[config.mk]
export PLATFORM = sky130hd
export DESIGN_NAME = boot_loader_flat
export DESIGN_NICKNAME = d
export VERILOG_FILES = /design/src/rtl/boot_loader_if.sv /design/src/rtl/boot_loader.sv /design/src/flat_wrapper.sv
export SDC_FILE = /design/constraint.sdc
export NUM_CORES = 1
export LEC_CHECK = 0
export BUFFER_PORTS_ARGS = -buffer_cell sky130_fd_sc_hd__buf_4
export CELL_PAD_IN_SITES_DETAIL_PLACEMENT = 1
export CELL_PAD_IN_SITES_GLOBAL_PLACEMENT = 2
export CORE_UTILIZATION = 39
export DETAILED_ROUTE_END_ITERATION = 12
export PLACE_DENSITY = 0.89
export SETUP_SLACK_MARGIN = 0.1
export SYNTH_ARGS = -nofsm -noshare
export SYNTH_HDL_FRONTEND = slang
export SYNTH_SLANG_ARGS = --single-unit
[constraint.sdc]
create_clock -name clk_i -period 6.8 [get_ports clk_i]
set_clock_uncertainty 0.15 [all_clocks]
set_input_delay 0.34 -clock clk_i [delete_from_list [all_inputs] [get_ports clk_i]]
set_output_delay 0.34 -clock clk_i [all_outputs]
set_load 0.05 [all_outputs]
[src/rtl/boot_loader_if.sv]
// Boot loader bundle: serial input, instruction-memory write port and core/status outputs.
// The loader drives the memory side through the master modport.
`timescale 1ns/1ps
interface boot_loader_if;
    logic        uart_rx;
    logic        imem_we;
    logic [31:0] imem_addr;
    logic [31:0] imem_wdata;
    logic        core_reset;
    logic        busy;
    logic        done;
    logic        error;

    modport master (
        input  uart_rx,
        output imem_we, imem_addr, imem_wdata, core_reset, busy, done, error
    );

    modport slave (
        output uart_rx,
        input  imem_we, imem_addr, imem_wdata, core_reset, busy, done, error
    );
endinterface

[src/rtl/boot_loader.sv]
// UART program loader: receives a length-prefixed image, writes it word-by-word into
// instruction memory and holds the core in reset until the image is complete.
`timescale 1ns/1ps
module boot_loader #(
    parameter int unsigned CLKS_PER_BIT = 104,
    parameter int unsigned MAX_WORDS    = 2048
) (
    input  logic          clk_i,
    input  logic          reset_ni,
    boot_loader_if.master bus
);
    localparam int unsigned CntW = $clog2(CLKS_PER_BIT);
    localparam logic [CntW-1:0] BitLast  = CntW'(CLKS_PER_BIT - 1);
    localparam logic [CntW-1:0] HalfLast = CntW'(CLKS_PER_BIT / 2 - 1);

    typedef enum logic [1:0] {RxIdle, RxStart, RxData, RxStop} rx_state_e;
    typedef enum logic [2:0] {StLenLo, StLenHi, StWord, StWrite, StDone, StError} ld_state_e;

    logic            rx_meta_q, rx_sync_q;
    rx_state_e       rx_state_q, rx_state_d;
    logic [CntW-1:0] rx_cnt_q, rx_cnt_d;
    logic [2:0]      rx_bit_q, rx_bit_d;
    logic [7:0]      rx_shift_q, rx_shift_d;
    logic            byte_valid_q, byte_valid_d;
    logic            frame_err_q, frame_err_d;

    ld_state_e   state_q, state_d;
    logic [15:0] count_q, count_d;
    logic [15:0] widx_q, widx_d;
    logic [1:0]  bidx_q, bidx_d;
    logic [31:0] asm_q, asm_d;
    logic [15:0] new_count;

    always_ff @(posedge clk_i or negedge reset_ni) begin
        if (!reset_ni) begin
            rx_meta_q    <= 1'b1;
            rx_sync_q    <= 1'b1;
            rx_state_q   <= RxIdle;
            rx_cnt_q     <= '0;
            rx_bit_q     <= '0;
            rx_shift_q   <= '0;
            byte_valid_q <= 1'b0;
            frame_err_q  <= 1'b0;
            state_q      <= StLenLo;
            count_q      <= '0;
            widx_q       <= '0;
            bidx_q       <= '0;
            asm_q        <= '0;
        end else begin
            rx_meta_q    <= bus.uart_rx;
            rx_sync_q    <= rx_meta_q;
            rx_state_q   <= rx_state_d;
            rx_cnt_q     <= rx_cnt_d;
            rx_bit_q     <= rx_bit_d;
            rx_shift_q   <= rx_shift_d;
            byte_valid_q <= byte_valid_d;
            frame_err_q  <= frame_err_d;
            state_q      <= state_d;
            count_q      <= count_d;
            widx_q       <= widx_d;
            bidx_q       <= bidx_d;
            asm_q        <= asm_d;
        end
    end

    // Receiver: mid-bit sampling of the synchronised line, LSB first.
    always_comb begin
        rx_state_d   = rx_state_q;
        rx_cnt_d     = rx_cnt_q;
        rx_bit_d     = rx_bit_q;
        rx_shift_d   = rx_shift_q;
        byte_valid_d = 1'b0;
        frame_err_d  = 1'b0;
        unique case (rx_state_q)
            RxIdle: begin
                if (!rx_sync_q) begin
                    rx_state_d = RxStart;
                    rx_cnt_d   = '0;
                end
            end
            RxStart: begin
                if (rx_cnt_q == HalfLast) begin
                    rx_cnt_d = '0;
                    rx_bit_d = '0;
                    rx_state_d = rx_sync_q ? RxIdle : RxData;
                end else begin
                    rx_cnt_d = rx_cnt_q + 1'b1;
                end
            end
            RxData: begin
                if (rx_cnt_q == BitLast) begin
                    rx_cnt_d   = '0;
                    rx_shift_d = {rx_sync_q, rx_shift_q[7:1]};
                    if (rx_bit_q == 3'd7) rx_state_d = RxStop;
                    else                  rx_bit_d   = rx_bit_q + 1'b1;
                end else begin
                    rx_cnt_d = rx_cnt_q + 1'b1;
                end
            end
            RxStop: begin
                if (rx_cnt_q == BitLast) begin
                    rx_cnt_d     = '0;
                    byte_valid_d = rx_sync_q;
                    frame_err_d  = !rx_sync_q;
                    rx_state_d   = RxIdle;
                end else begin
                    rx_cnt_d = rx_cnt_q + 1'b1;
                end
            end
            default: rx_state_d = RxIdle;
        endcase
    end

    always_comb begin
        state_d   = state_q;
        count_d   = count_q;
        widx_d    = widx_q;
        bidx_d    = bidx_q;
        asm_d     = asm_q;
        new_count = {rx_shift_q, count_q[7:0]};
        unique case (state_q)
            StLenLo: begin
                if (byte_valid_q) begin
                    count_d[7:0] = rx_shift_q;
                    state_d      = StLenHi;
                end
            end
            StLenHi: begin
                if (byte_valid_q) begin
                    count_d = new_count;
                    widx_d  = '0;
                    bidx_d  = '0;
                    if (new_count == 16'd0)                        state_d = StDone;
                    else if ({16'd0, new_count} > 32'(MAX_WORDS)) state_d = StError;
                    else                                           state_d = StWord;
                end
            end
            StWord: begin
                if (byte_valid_q) begin
                    unique case (bidx_q)
                        2'd0: asm_d[7:0]   = rx_shift_q;
                        2'd1: asm_d[15:8]  = rx_shift_q;
                        2'd2: asm_d[23:16] = rx_shift_q;
                        2'd3: asm_d[31:24] = rx_shift_q;
                        default: asm_d = asm_q;
                    endcase
                    bidx_d = bidx_q + 2'd1;
                    if (bidx_q == 2'd3) state_d = StWrite;
                end
            end
            StWrite: begin
                if (widx_q + 16'd1 == count_q) begin
                    state_d = StDone;
                end else begin
                    widx_d  = widx_q + 16'd1;
                    state_d = StWord;
                end
            end
            StDone:  state_d = StDone;
            StError: state_d = StError;
            default: state_d = StError;
        endcase
        // A bad stop bit aborts any unfinished load; a half-built word is dropped.
        if (frame_err_q && state_q != StDone && state_q != StError) state_d = StError;
    end

    assign bus.imem_we    = (state_q == StWrite);
    assign bus.imem_addr  = {14'd0, widx_q, 2'b00};
    assign bus.imem_wdata = asm_q;
    assign bus.core_reset = (state_q != StDone);
    assign bus.busy       = (state_q == StLenHi) || (state_q == StWord) || (state_q == StWrite);
    assign bus.done       = (state_q == StDone);
    assign bus.error      = (state_q == StError);
endmodule

[src/flat_wrapper.sv]
// flat-port wrapper written by rule: the top's interface ports become plain ports
module boot_loader_flat 
#(
    parameter int unsigned CLKS_PER_BIT = 104,
    parameter int unsigned MAX_WORDS    = 2048
)
  (clk_i, reset_ni, bus_uart_rx, bus_imem_we, bus_imem_addr, bus_imem_wdata, bus_core_reset, bus_busy, bus_done, bus_error);
  boot_loader_if bus_i ();
  input  logic clk_i;
  input  logic reset_ni;
  input wire logic [$bits(bus_i.uart_rx)-1:0] bus_uart_rx;
  output wire logic [$bits(bus_i.imem_we)-1:0] bus_imem_we;
  output wire logic [$bits(bus_i.imem_addr)-1:0] bus_imem_addr;
  output wire logic [$bits(bus_i.imem_wdata)-1:0] bus_imem_wdata;
  output wire logic [$bits(bus_i.core_reset)-1:0] bus_core_reset;
  output wire logic [$bits(bus_i.busy)-1:0] bus_busy;
  output wire logic [$bits(bus_i.done)-1:0] bus_done;
  output wire logic [$bits(bus_i.error)-1:0] bus_error;
  assign bus_i.uart_rx = bus_uart_rx;
  assign bus_imem_we = bus_i.imem_we;
  assign bus_imem_addr = bus_i.imem_addr;
  assign bus_imem_wdata = bus_i.imem_wdata;
  assign bus_core_reset = bus_i.core_reset;
  assign bus_busy = bus_i.busy;
  assign bus_done = bus_i.done;
  assign bus_error = bus_i.error;
  boot_loader #(.CLKS_PER_BIT(CLKS_PER_BIT), .MAX_WORDS(MAX_WORDS)) u_core (.clk_i(clk_i), .reset_ni(reset_ni), .bus(bus_i));
endmodule
==> impl_results.md <==
- Tot GR Track Use: between 20% and 30%
- Routability Congestion: 0.846
- Die footprint: around 13000 um^2
- #FFs+latches synth: slightly above 90
- H-tree depth: 3
- Critical path endpoint category: flip-flop
- Fin worst setup slack: 3760 ps
- Fmax: roughly 330 MHz
- Initial antenna violation count: 0
- Leftover overflow at the end of global routing: 0
- Register area share after synthesis: about 48%
- Post-synth top area share: approximately 47%
- Worst reg-to-reg setup slack: roughly 3800 ps
- Cell total after placement: 673
- Nets: around 530
- Layout cells sized above 1: 25.4%
- Fraction of registers with async set/reset: 100%
- Clock latency on the worst-skew pair: around 350 ps
- Number of synthesized flops with an enable pin: 0
- Die height: between 100 and 150 um
- Post-Place Worst Slack: ~3800 ps
- CTS max path bufs: 2
- Peak supply drop: about 0.00016 V
- Clock sink count: slightly above 90
- YS warnings: 0
- Max-slew violations: 0
- Total CTS buffers: 9
- Largest net degree at the start of global routing: 67
- Final Hold Slack: ~220 ps
- Maximum Capacitance Violations: 0
- Clk slew on worst S/H paths: ~70 ps
- Post_cts resized: 0
- Vias in the first global route: approximately 3800
- DR iter-0 viols: 170
- Synth area leaders: dfrtp_1 47%, mux2_2 11%, nand2_1 4.8%, buf_4 3.1%, xnor2_1 3.0%
- Root Buffer: clkbuf_16
- Worst Hold Class: reg -> reg
- Vias/cell: approximately 5.4
- Min cycle time layout: 3040 ps
- Commonest cells after routing, fill and taps aside: 91 x dfrtp_1, 63 x nand2_1, 57 x buf_4, 48 x mux2_2, 28 x o21ai_0
- Hold path cells: 0
- Reg2reg start: u_core.widx_q[0]
- Via count: approximately 3800
- Final core occ: between 40% and 50%
- Hold path endpoint: u_core.rx_sync_q
- Syn Inst Count: 474
- Cell Rows: 40
- Drt first pass iters: 4
- Die X: about 110 um
- Fillcell total: 1361
- Critical Path RT: between 6000 and 7000 ps
- IO buf count: 55
- Antenna Nets Post-Route: 0
- Setup TNS: 0 ps
- Final hold viol count: 0
- R2R depth: 7
- WL final: between 10 and 15 mm
- Arr. time, crit path: about 3100 ps
- Avg Inst Size Synth: about 10 um^2
- Critical Path Start Type: flip-flop
- ANT cells: 0
- Status: finished, final reports clean
- DRC Markers: 0
- Pwr per Cell Area: 194 nW/um^2
- LEAKAGE: 2.64 nW
- I/O pins: 72
- Worst flop-to-flop path endpoint: u_core.widx_q[4]
- Primary FF master, synth: dfrtp_1
- Post-Syn Area: around 4900 um^2
- Distinct cells, synth: 56
- Critical path fanouts, max: 17
- Slew headroom: between 20% and 30%
- Worst hold start: u_core.rx_meta_q
- Most common cell after layout, fill and taps aside: dfrtp_1
- Drt wl/cell: ~18 um
- RSZ-0062 raised after global routing: no
- First-pass GRT wire length: a little over 20 mm
- Post-Layout Cell Count: approximately 700
- Area growth syn-to-layout: 16.0%
- Setup Viol. Count Final: 0
- WS Path Type: reg -> reg
- Worst-margin pin slew: roughly 1200 ps
- HPWL after DPL: roughly 8.7 mm
- CTS tree: built
- Initial Utilization: 40.4%
- Core Area: ~12000 um^2
- Fin crit share: between 40% and 50%
- Post-synth top area cell: dfrtp_1
layer usage:
metal / share of wire [%] / GRT usage (%) / vias up / wire length [um]
met5: 0 / 0 / - / 0
met3: 3.8 / 3.99 / 17 / 478
met4: 1.8 / 8.48 / 0 / 222
met1: 44 / 25.5 / 1914 / 5470
li1: - / - / 1752 / -
met2: 51 / 34.4 / 70 / 6330
cell families after synthesis:
logic type | Yosys count | share of synthesized area (%)
adder cells (fa/ha/maj) | 8 | 2.05
multiplexers | 50 | 11.5
AO/OA/AOI/OAI | 70 | 10.0
AND/OR/NAND/NOR | 171 | 18.4
other | 1 | 0.0766
buffers and inverters | 57 | 6.16
flip-flops | 93 | 47.6
XOR/XNOR | 24 | 4.30
through the flow:
| stage | area, um^2 | power, mW |
|---|---|---|
| floorplan | 4950 | 0.592 |
| global placement | 5350 | 0.597 |
| detailed placement | 5350 | 0.597 |
| CTS | 5670 | 1.11 |
| global route | 5670 | 1.13 |
| finish | 5670 | 1.10 |
synth_stat cells, drive strengths merged, types with 5 or more instances:
master,number
nor3,17
inv,15
o211ai,15
o21ai,29
buf,25
nand3,22
mux2,48
nand2,63
ha,8
a21oi,6
nand4,10
dfrtp,91
and3,5
xnor2,17
nor2,13
clkbuf,16
or3,5
xor2,7
nor4,9
flip-flops by register name, indices dropped and copies added (netlist names), named ones only:
name / flops
u_core.bidx_q: 2
u_core.bus.imem_wdata: 32
u_core.byte_valid_q: 1
u_core.count_q: 16
u_core.frame_err_q: 1
u_core.rx_bit_q: 3
u_core.rx_cnt_q: 7
u_core.rx_meta_q: 1
u_core.rx_shift_q: 8
u_core.rx_state_q: 1
u_core.rx_sync_q: 1
u_core.state_q: 3
u_core.widx_q: 16
critical path: stages (launching register included):
cell	delay, ps
dfrtp_1	470
ha_1	320
nand3_4	150
or3_4	430
a2111oi_4	390
o2111ai_4	340
o21a_4	390
o311ai_1	290
area by class of cell:
type | count | area (um^2) | share of cell area (%)
clock buffer | 12 | 246 | 4.34
clock inverter | 4 | 56.3 | 0.992
inverter | 16 | 60.1 | 1.06
multi-input combinational | 339 | 2320 | 40.9
sequential | 93 | 2330 | 41.1
tap | 168 | 210 | 3.70
timing repair buffer | 59 | 448 | 7.89
power breakdown:
| group | internal [mW] | leakage, nW | switching [mW] |
|---|---|---|---|
| clock network | 0.298 | 0.147 | 0.217 |
| logic | 0.00189 | 1.22 | 0.0306 |
| registers | 0.554 | 1.28 | 0.000373 |
| total | 0.854 | 2.64 | 0.248 |
worst max-delay path by stage:
| stage | startpoint | end | cells past startpoint | slack [ps] |
|---|---|---|---|---|
| finish | u_core.widx_q[0] | u_core.widx_q[4] | 7 | 3760 |
| floorplan | u_core.widx_q[0] | u_core.widx_q[10] | 8 | 3850 |
| global placement | u_core.widx_q[0] | u_core.widx_q[4] | 7 | 3870 |
| CTS | u_core.widx_q[0] | u_core.widx_q[4] | 7 | 3780 |
| detailed placement | u_core.widx_q[0] | u_core.widx_q[4] | 7 | 3780 |
| global route | u_core.widx_q[0] | u_core.widx_q[6] | 7 | 3530 |
repair_timing:
action	in CTS	in global routing
buffers inserted	0	0
hold buffers	2	0
hold endpoints to repair	28	0
(Power assumes the default switching activity.)
